**src/rtl/alu_cmd_pkg.sv**
```systemverilog
// Shared encodings and widths for the ALU command engine.
package alu_cmd_pkg;
  localparam int OPND_W = 8;
  localparam int RES_W  = 12;

  typedef enum logic [1:0] {
    OP_ADD = 2'b00,
    OP_SUB = 2'b01,
    OP_MUL = 2'b10,
    OP_AND = 2'b11
  } op_e;

  typedef enum logic [1:0] {
    ST_IDLE = 2'b00,
    ST_EXEC = 2'b01,
    ST_RESP = 2'b10
  } state_e;
endpackage

```
**src/rtl/alu_cmd_if.sv**
```systemverilog
// Command/response handshake bundle for the ALU command engine.
// master = command source and response sink; slave = the engine.
interface alu_cmd_if #(parameter int TAG_W = 4);
  import alu_cmd_pkg::*;

  logic              cmd_valid;
  logic              cmd_ready;
  op_e               cmd_op;
  logic [OPND_W-1:0] cmd_a;
  logic [OPND_W-1:0] cmd_b;
  logic              cmd_cin;
  logic [TAG_W-1:0]  cmd_tag;
  logic              rsp_valid;
  logic              rsp_ready;
  logic [RES_W-1:0]  rsp_result;
  logic              rsp_carry;
  logic [TAG_W-1:0]  rsp_tag;

  modport master (
    output cmd_valid, cmd_op, cmd_a, cmd_b, cmd_cin, cmd_tag, rsp_ready,
    input  cmd_ready, rsp_valid, rsp_result, rsp_carry, rsp_tag
  );

  modport slave (
    input  cmd_valid, cmd_op, cmd_a, cmd_b, cmd_cin, cmd_tag, rsp_ready,
    output cmd_ready, rsp_valid, rsp_result, rsp_carry, rsp_tag
  );
endinterface

```
**src/rtl/alu_cmd_alu.sv**
```systemverilog
// Combinational ALU: 4-bit ADD with carry, 8-bit SUB with borrow, 6x6 MUL, 4-bit AND.
module alu_cmd_alu
  import alu_cmd_pkg::*;
(
  input  op_e               i_op,
  input  logic [OPND_W-1:0] i_a,
  input  logic [OPND_W-1:0] i_b,
  input  logic              i_cin,
  output logic [RES_W-1:0]  o_result,
  output logic              o_carry
);
  logic [4:0]       w_sum;
  logic [8:0]       w_diff;
  logic [RES_W-1:0] w_prod;

  assign w_sum  = {1'b0, i_a[3:0]} + {1'b0, i_b[3:0]} + {4'b0, i_cin};
  // Ninth bit of the widened difference is the borrow (set iff a < b).
  assign w_diff = {1'b0, i_a} - {1'b0, i_b};
  assign w_prod = {6'b0, i_a[5:0]} * {6'b0, i_b[5:0]};

  always_comb begin
    o_result = '0;
    o_carry  = 1'b0;
    case (i_op)
      OP_ADD: begin
        o_result = {8'b0, w_sum[3:0]};
        o_carry  = w_sum[4];
      end
      OP_SUB: begin
        o_result = {4'b0, w_diff[7:0]};
        o_carry  = w_diff[8];
      end
      OP_MUL:  o_result = w_prod;
      OP_AND:  o_result = {8'b0, i_a[3:0] & i_b[3:0]};
      default: ;
    endcase
  end
endmodule

```
**src/rtl/alu_cmd_engine.sv**
```systemverilog
// One-at-a-time ALU command engine: IDLE -> EXEC -> RESP, response 2 edges after accept.
// Optional completed-response counter enabled by the ALU_CMD_STATS_EN macro.
module alu_cmd_engine
  import alu_cmd_pkg::*;
#(
  parameter int TAG_W = 4
`ifdef ALU_CMD_STATS_EN
  , parameter int CNT_W = 16
`endif
) (
  input  logic            clk,
  input  logic            rst,
  alu_cmd_if.slave        bus,
  output logic            busy
`ifdef ALU_CMD_STATS_EN
  , output logic [CNT_W-1:0] op_count
`endif
);
  state_e            r_state;
  state_e            w_state_nxt;
  logic              w_accept;
  logic              w_rsp_done;

  op_e               r_op;
  logic [OPND_W-1:0] r_a;
  logic [OPND_W-1:0] r_b;
  logic              r_cin;
  logic [TAG_W-1:0]  r_tag;

  logic [RES_W-1:0]  w_alu_result;
  logic              w_alu_carry;
  logic [RES_W-1:0]  r_rsp_result;
  logic              r_rsp_carry;
  logic [TAG_W-1:0]  r_rsp_tag;

  always_ff @(posedge clk) begin
    if (rst) r_state <= ST_IDLE;
    else     r_state <= w_state_nxt;
  end

  always_comb begin
    w_state_nxt = r_state;
    w_accept    = 1'b0;
    w_rsp_done  = 1'b0;
    case (r_state)
      ST_IDLE: begin
        if (bus.cmd_valid) begin
          w_accept    = 1'b1;
          w_state_nxt = ST_EXEC;
        end
      end
      ST_EXEC: w_state_nxt = ST_RESP;
      ST_RESP: begin
        if (bus.rsp_ready) begin
          w_rsp_done  = 1'b1;
          w_state_nxt = ST_IDLE;
        end
      end
      default: w_state_nxt = ST_IDLE;
    endcase
  end

  always_ff @(posedge clk) begin
    if (rst) begin
      r_op  <= OP_ADD;
      r_a   <= '0;
      r_b   <= '0;
      r_cin <= 1'b0;
      r_tag <= '0;
    end else if (w_accept) begin
      r_op  <= bus.cmd_op;
      r_a   <= bus.cmd_a;
      r_b   <= bus.cmd_b;
      r_cin <= bus.cmd_cin;
      r_tag <= bus.cmd_tag;
    end
  end

  alu_cmd_alu u_alu (
    .i_op     (r_op),
    .i_a      (r_a),
    .i_b      (r_b),
    .i_cin    (r_cin),
    .o_result (w_alu_result),
    .o_carry  (w_alu_carry)
  );

  // Response fields load only in EXEC, so they stay frozen through RESP backpressure.
  always_ff @(posedge clk) begin
    if (rst) begin
      r_rsp_result <= '0;
      r_rsp_carry  <= 1'b0;
      r_rsp_tag    <= '0;
    end else if (r_state == ST_EXEC) begin
      r_rsp_result <= w_alu_result;
      r_rsp_carry  <= w_alu_carry;
      r_rsp_tag    <= r_tag;
    end
  end

  assign bus.cmd_ready  = (r_state == ST_IDLE);
  assign bus.rsp_valid  = (r_state == ST_RESP);
  assign bus.rsp_result = r_rsp_result;
  assign bus.rsp_carry  = r_rsp_carry;
  assign bus.rsp_tag    = r_rsp_tag;
  assign busy           = (r_state != ST_IDLE);

`ifdef ALU_CMD_STATS_EN
  logic [CNT_W-1:0] r_count;

  always_ff @(posedge clk) begin
    if (rst)                             r_count <= '0;
    else if (w_rsp_done && r_count != '1) r_count <= r_count + CNT_W'(1);
  end

  assign op_count = r_count;
`else
  logic w_unused_done;
  assign w_unused_done = w_rsp_done;
`endif
endmodule
```
**src/flat_wrapper.sv**
```systemverilog
// flat-port wrapper written by rule: the top's interface ports become plain ports
module alu_cmd_engine_flat import alu_cmd_pkg::*;
#(
  parameter int TAG_W = 4

)
  (clk, rst, busy, bus_cmd_valid, bus_cmd_op, bus_cmd_a, bus_cmd_b, bus_cmd_cin, bus_cmd_tag, bus_rsp_ready, bus_cmd_ready, bus_rsp_valid, bus_rsp_result, bus_rsp_carry, bus_rsp_tag);
  alu_cmd_if #(.TAG_W(TAG_W)) bus_i ();
  input  logic clk;
  input  logic rst;
  output logic busy;
  input wire logic [$bits(bus_i.cmd_valid)-1:0] bus_cmd_valid;
  input wire logic [$bits(bus_i.cmd_op)-1:0] bus_cmd_op;
  input wire logic [$bits(bus_i.cmd_a)-1:0] bus_cmd_a;
  input wire logic [$bits(bus_i.cmd_b)-1:0] bus_cmd_b;
  input wire logic [$bits(bus_i.cmd_cin)-1:0] bus_cmd_cin;
  input wire logic [$bits(bus_i.cmd_tag)-1:0] bus_cmd_tag;
  input wire logic [$bits(bus_i.rsp_ready)-1:0] bus_rsp_ready;
  output wire logic [$bits(bus_i.cmd_ready)-1:0] bus_cmd_ready;
  output wire logic [$bits(bus_i.rsp_valid)-1:0] bus_rsp_valid;
  output wire logic [$bits(bus_i.rsp_result)-1:0] bus_rsp_result;
  output wire logic [$bits(bus_i.rsp_carry)-1:0] bus_rsp_carry;
  output wire logic [$bits(bus_i.rsp_tag)-1:0] bus_rsp_tag;
  assign bus_i.cmd_valid = bus_cmd_valid;
  assign bus_i.cmd_op = bus_cmd_op;
  assign bus_i.cmd_a = bus_cmd_a;
  assign bus_i.cmd_b = bus_cmd_b;
  assign bus_i.cmd_cin = bus_cmd_cin;
  assign bus_i.cmd_tag = bus_cmd_tag;
  assign bus_i.rsp_ready = bus_rsp_ready;
  assign bus_cmd_ready = bus_i.cmd_ready;
  assign bus_rsp_valid = bus_i.rsp_valid;
  assign bus_rsp_result = bus_i.rsp_result;
  assign bus_rsp_carry = bus_i.rsp_carry;
  assign bus_rsp_tag = bus_i.rsp_tag;
  alu_cmd_engine #(.TAG_W(TAG_W)) u_core (.clk(clk), .rst(rst), .bus(bus_i), .busy(busy));
endmodule
```
**config.mk**
```make
export PLATFORM = sky130hd
export DESIGN_NAME = alu_cmd_engine_flat
export DESIGN_NICKNAME = d
export VERILOG_FILES = /design/src/rtl/alu_cmd_pkg.sv /design/src/rtl/alu_cmd_if.sv /design/src/rtl/alu_cmd_alu.sv /design/src/rtl/alu_cmd_engine.sv /design/src/flat_wrapper.sv
export SDC_FILE = /design/constraint.sdc
export NUM_CORES = 1
export LEC_CHECK = 0
export CAP_MARGIN = 20
export CORE_ASPECT_RATIO = 0.7
export CORE_UTILIZATION = 55
export DETAILED_ROUTE_END_ITERATION = 10
export PLACE_DENSITY = 0.8
export SKIP_CTS_REPAIR_TIMING = 1
export SYNTH_ARGS = -nofsm -noshare
export SYNTH_HDL_FRONTEND = slang
export SYNTH_SLANG_ARGS = --single-unit
```
**constraint.sdc**
```tcl
create_clock -name clk -period 4.08 [get_ports clk]
set_clock_uncertainty 0.15 [all_clocks]
set_input_delay 1.02 -clock clk [delete_from_list [all_inputs] [get_ports clk]]
set_output_delay 1.02 -clock clk [all_outputs]
set_load 0.01 [all_outputs]
```
==> results.sh <==
export IMPL_grt_usage_pct=25.6
export IMPL_grt_pass1_vias=2592
export IMPL_cap_violations=0
export IMPL_final_common_cell="nand2_1"
export IMPL_grt_overflow_total=0
export IMPL_endpoint_kind="register"
export IMPL_holdPathEnd="u_core.bus.rsp_tag[0]$_SDFFE_PP0N_"
export IMPL_worst_slack_ps=270
export IMPL_hold_path_startpoint="u_core.bus.rsp_tag[0]$_SDFFE_PP0N_"
export IMPL_vias=2913
export IMPL_viasPerCell=5.57
export IMPL_clk_path_buf_depth=2
export IMPL_crit_required_ps=4120
export IMPL_period_share_pct=93.4
export IMPL_min_period_ps=3810
export IMPL_portBuffers=46
export IMPL_syn_avg_cell_area_sq_um=8.08
export IMPL_critPathKind="register to register"
export IMPL_htreeDepth=2
export IMPL_worstPathMaxFanout=8
export IMPL_critPathLaunchType="register"
export IMPL_antenna_cells=0
export IMPL_dieArea_sq_um=6320
export IMPL_grt_pass1_wl_um=12200
export IMPL_max_freq_ghz=0.262
export IMPL_area_growth_pct=18.5
export IMPL_numCtsBuffers=5
export IMPL_yosysWarnings=0
export IMPL_synth_area_sq_um=3300
export IMPL_ff2ff_path_depth=12
export IMPL_first_pass_iters=5
export IMPL_rsz0062_at_grt="false"
export IMPL_hold_class="register to register"
export IMPL_ys_async_sr_fraction_pct=0
export IMPL_outcome="complete, no violations"
export IMPL_die_width_um=94.6
export IMPL_cts_sinks=42
export IMPL_path_clk_slew_ps=80
export IMPL_crit_top_cell="fa_1"
export IMPL_worstHoldPathCells=2
export IMPL_std_cell_rows=23
export IMPL_place_ws_ps=306
export IMPL_post_dp_cell_area_sq_um=3800
export IMPL_synth_seq_area_share_pct=25.5
export IMPL_mostFrequentLayoutCells="nand2_1, inv_1, clkdlybuf4s50_1"
export IMPL_crit_arrival_ps=3850
export IMPL_r2r_start="u_core.r_a[3]$_SDFFE_PP0P_"
export IMPL_synth_cells=409
export IMPL_place_hpwl_um=5800
export IMPL_drc=0
export IMPL_fin_nets=528
export IMPL_grt_max_degree=39
export IMPL_rrSetupSlack_ps=270
export IMPL_powerDensity_nw_per_um2=266
export IMPL_drive_above_1_share_pct=3.79
export IMPL_antenna_found_initial=0
export IMPL_timing_rr_end="u_core.bus.rsp_result[11]$_SDFFE_PP0N_"
export IMPL_critical_path_max_stage_delay_ps=560
export IMPL_finalHoldViolCount=0
export IMPL_ios=47
export IMPL_leakage_uw=0.00164
export IMPL_slew_headroom_pct=47.3
export IMPL_max_slew_worst_pin_slew_ps=788
export IMPL_slew_viol_final=0
export IMPL_wl_per_cell_um=14.3
export IMPL_setup_viol=0
export IMPL_coreArea_sq_um=5760
export IMPL_syn_num_nets=490
export IMPL_cts_root_buf="clkbuf_8"
export IMPL_final_area_sq_um=3910
export IMPL_wl_um=7450
export IMPL_place_congestion=0.912
export IMPL_synth_seq_cells=42
export IMPL_die_y_um=66.8
export IMPL_cp_slowest_cell="fa_1"
export IMPL_tns_ps=0
export IMPL_ir_drop_v=0.000206
export IMPL_drtIter0Drc=180
export IMPL_worstPathCellList="ha_1 > fa_1 > fa_1 > inv_1 > fa_1 > inv_1 > ha_1 > o21ai_0 > a21oi_1 > o41a_1 > o21ai_0 > o311ai_1"
export IMPL_synth_edf_count=0
export IMPL_clk_latency_ps=300
export IMPL_synth_distinct_cells=49
export IMPL_ant_nets=0
export IMPL_synth_flop_cell="dfxtp_1"
export IMPL_start_util_pct=57.4
export IMPL_cts_tree="done"
-- layer usage --
metal | routed length, um | vias up | track usage (%)
met2 | 3190 | 95 | 38.9
met1 | 3660 | 1356 | 36.3
met5 | 0 | - | 0
met3 | 483 | 16 | 6.16
li1 | - | 1446 | -
met4 | 119 | 0 | 6.06
-- state kept, by name, indices dropped and copies added, names as in the netlist --
signal,flops
u_core.bus.rsp_result,12
u_core.r_a,8
u_core.bus.rsp_carry,1
u_core.r_op,2
u_core.bus.rsp_tag,4
u_core.r_b,8
u_core.r_cin,1
u_core.r_tag,4
u_core.r_state,2
-- cells in the mapped netlist (all sizes together) (3+ instances only) --
master	instances	area, sq um
inv	50	188
buf	5	31.3
o21a	6	45.0
nand2b	6	37.5
nor2	15	56.3
nand3b	5	37.5
clkbuf	14	52.6
a31oi	3	18.8
a211oi	6	50.1
nand2	73	274
nor2b	5	31.3
nor4b	3	26.3
nor4	5	31.3
ha	34	425
dfxtp	42	841
a21oi	39	195
o21ai	18	90.1
nor3	8	40.0
o311ai	3	26.3
fa	20	400
and2	16	100
-- worst max path at each step --
stage                          startpoint                                endpoint  depth (start not counted)
6_report       u_core.r_a[3]$_SDFFE_PP0P_  u_core.bus.rsp_result[11]$_SDFFE_PP0N_                         12
5_1_grt        u_core.r_a[3]$_SDFFE_PP0P_  u_core.bus.rsp_result[11]$_SDFFE_PP0N_                         12
4_1_cts        u_core.r_a[3]$_SDFFE_PP0P_  u_core.bus.rsp_result[11]$_SDFFE_PP0N_                         12
3_5_place_dp   u_core.r_a[3]$_SDFFE_PP0P_  u_core.bus.rsp_result[11]$_SDFFE_PP0N_                         12
3_3_place_gp   u_core.r_a[3]$_SDFFE_PP0P_  u_core.bus.rsp_result[11]$_SDFFE_PP0N_                         12
2_1_floorplan  u_core.r_a[1]$_SDFFE_PP0P_  u_core.bus.rsp_result[11]$_SDFFE_PP0N_                         12
-- critical path: cells and delay by family, from the launching register on --
family	cells	cell delay (ps)
compound gates	5	850
fa+ha+maj	5	2130
buf+inv	2	100
flops	1	480
-- final cells by class --
| cell class | count | area, sq um |
|---|---|---|
| Clock buffer | 6 | 72.6 |
| Tap cell | 75 | 93.8 |
| Timing Repair Buffer | 50 | 490 |
| Sequential cell | 42 | 841 |
| Inverter | 50 | 188 |
| Fill cell | 483 | 1840 |
| Multi-Input combinational cell | 298 | 2190 |
| Clock inverter | 2 | 37.5 |
-- kinds of logic (layout without fill, tap and decap cells) --
kind of cell,Yosys count,in the layout,share of synthesized area (%)
AO/OA/AOI/OAI,90,90,16.7
XOR/XNOR,3,3,0.796
adder cells (fa/ha/maj),54,54,25.0
buffers and inverters,69,108,8.22
flip-flops,42,42,25.5
multiplexers,5,5,2.35
AND/OR/NAND/NOR,146,146,21.5
-- where the power goes --
part           leakage (uW)  internal, uW  switching, uW
clock network     0.0000514           183            155
logic               0.00124           112            133
registers          0.000343           432           26.0
total               0.00164           727            314
-- per-stage QoR --
step / instances / hold WS (ps) / total power, uW / util [%]
floorplan: 409 / 282 / 621 / -
global placement: 515 / 287 / 699 / 66.1
detailed placement: 515 / 297 / 709 / 66.1
CTS: 523 / 311 / 1040 / 68.0
global route: 523 / 332 / 1090 / 68.0
finish: 523 / 309 / 1040 / 68.0
(Power assumes the default switching activity.)
==> variant: new RTL, same flow settings <==
The 3 states of `state_e` get a one-hot encoding in 3 bits.
--- a/src/rtl/alu_cmd_pkg.sv
+++ b/src/rtl/alu_cmd_pkg.sv
@@ -12,6 +12,6 @@
 
-  typedef enum logic [1:0] {
-    ST_IDLE = 2'b00,
-    ST_EXEC = 2'b01,
-    ST_RESP = 2'b10
+  typedef enum logic [2:0] {
+    ST_IDLE = 3'b001,
+    ST_EXEC = 3'b010,
+    ST_RESP = 3'b100
   } state_e;
Behaviour: no difference found for any inputs over 10 cycles, from zero or initial values and one cycle with rst high; not proved beyond that.
==> variant against the original RTL <==
Sequential cell count increased by 1; worst hold slack got worse by 0.0043 ns; area after synthesis decreased by 0.45%; setup slack got worse by 0.020 ns; total power decreased by 6.9%; wire length decreased by 0.59%; design area decreased by 0.61%; global-route usage about the same.
==> variant: results (changes against the original RTL) <==
hpwl_mm: 5.88  # +1.4%
grt_usage_pct: 25.5  # about the same
critical_path.max_stage_delay_ns: 0.54  # -0.02 ns
critical_path.max_fanout: 8  # unchanged
crit_end: "u_core.bus.rsp_result[10]"
syn_to_final_growth_pct: 18.3
startpoint: "u_core.r_a[2]"
ir_drop_mv: 0.179  # -13%
rr_endpoint: "u_core.bus.rsp_result[10]"
cp.arrival_ns: 3.87  # +0.02 ns
max_freq_ghz: 0.261  # -0.51%
buffer_area_share_pct: 12.8  # +0.27 points
hold_end: "u_core.bus.rsp_tag[3]"
p_int_w: 0.000669  # -7.9%
vias: 2742  # -5.9%
layout-drive-gt1-share_pct: 5.25  # +1.5 points
status: "completed"
grt_max_degree: 40  # +2.6%
r2r_slack_ns: 0.25  # -0.02 ns
final_nets: 519  # -1.7%
dp_cells: 505  # -1.9%
multi_input_gates: 291  # -2.3%
p_leak_nw: 1.66  # +1.4%
syn_inst: 394  # -3.7%
synth_cell_types: 48  # -2.0%
dieWidth_microns: 94.4  # -0.22%
use_met2_pct: 37.5  # -1.4 points
drt_pass1_iterations: 4  # -1
grt_pass1_wl_mm: 12.2  # -0.17%
wl_mm: 7.41  # -0.59%
fillerInstances: 523  # +8.3%
seq_area_sq_um: 861  # +2.4%
clockBufferCount: 5  # -1
synth-seq-area-share_pct: 26.2  # +0.73 points
met3_usage_pct: 4.34  # -1.8 points
synth_common_cells: "nand2_1 (71), inv_1 (45), dfxtp_1 (43)"
syn-num-nets: 475  # -3.1%
post_drt_wl_per_cell_microns: 14.4  # +1.3%
wl_met2_mm: 3.26  # +2.3%
inv_count: 46  # -8.0%
gp_congestion: 0.928  # +1.7%
place_area_sq_um: 3800  # about the same
use_met1_pct: 38.7  # +2.5 points
wirelength_met1_mm: 3.78  # +3.4%
yosys-top-cells-area: "dfxtp_1 (26%), ha_1 (13%), fa_1 (12%)"
signal_buffers: 51  # +2.0%
hp-start: "u_core.r_tag[3]"
first_global_vias: 2468  # -4.8%
multi_input_area_sq_um: 2180  # -0.40%
clkCellAreaFrac_pct: 2.12  # -0.69 points
ff2ff_path_depth: 13  # +1
fin_hold_ws_ns: 0.305  # -0.00432 ns
clkSinkCount: 43  # +2.4%
[variant: changes by cell type after synthesis, moves of 5 or more]
cell	unedited run	this run
clkbuf_1	14	7
nor2_1	15	22
inv_1	50	45
o21ai_0	17	11
xnor2_1	1	6
[variant: power by group through the flow]
stage	Clock (W)	Combinational (W)	Sequential [W]
6_report	0.000264	0.000243	0.000461
5_1_grt	0.000291	0.000270	0.000466
4_1_cts	0.000273	0.000243	0.000461
3_5_place_dp	0	0.000242	0.000471
3_3_place_gp	0	0.000236	0.000470
2_1_floorplan	0	0.000167	0.000465
[variant: cells by family (layout without fill, tap and decap cells)]
logic type                 after synthesis  after routing  synth area share (%)
DFF                                     43             43                  26.2
and+or+nand+nor                        139            139                  19.8
buffers and inverters                   60            104                  7.46
adders and majority gates               54             54                  25.1
muxes                                    3              3                  1.67
AOI/OAI and AO/OA                       85             85                  17.1
xor gates and xnor gates                10             10                  2.66
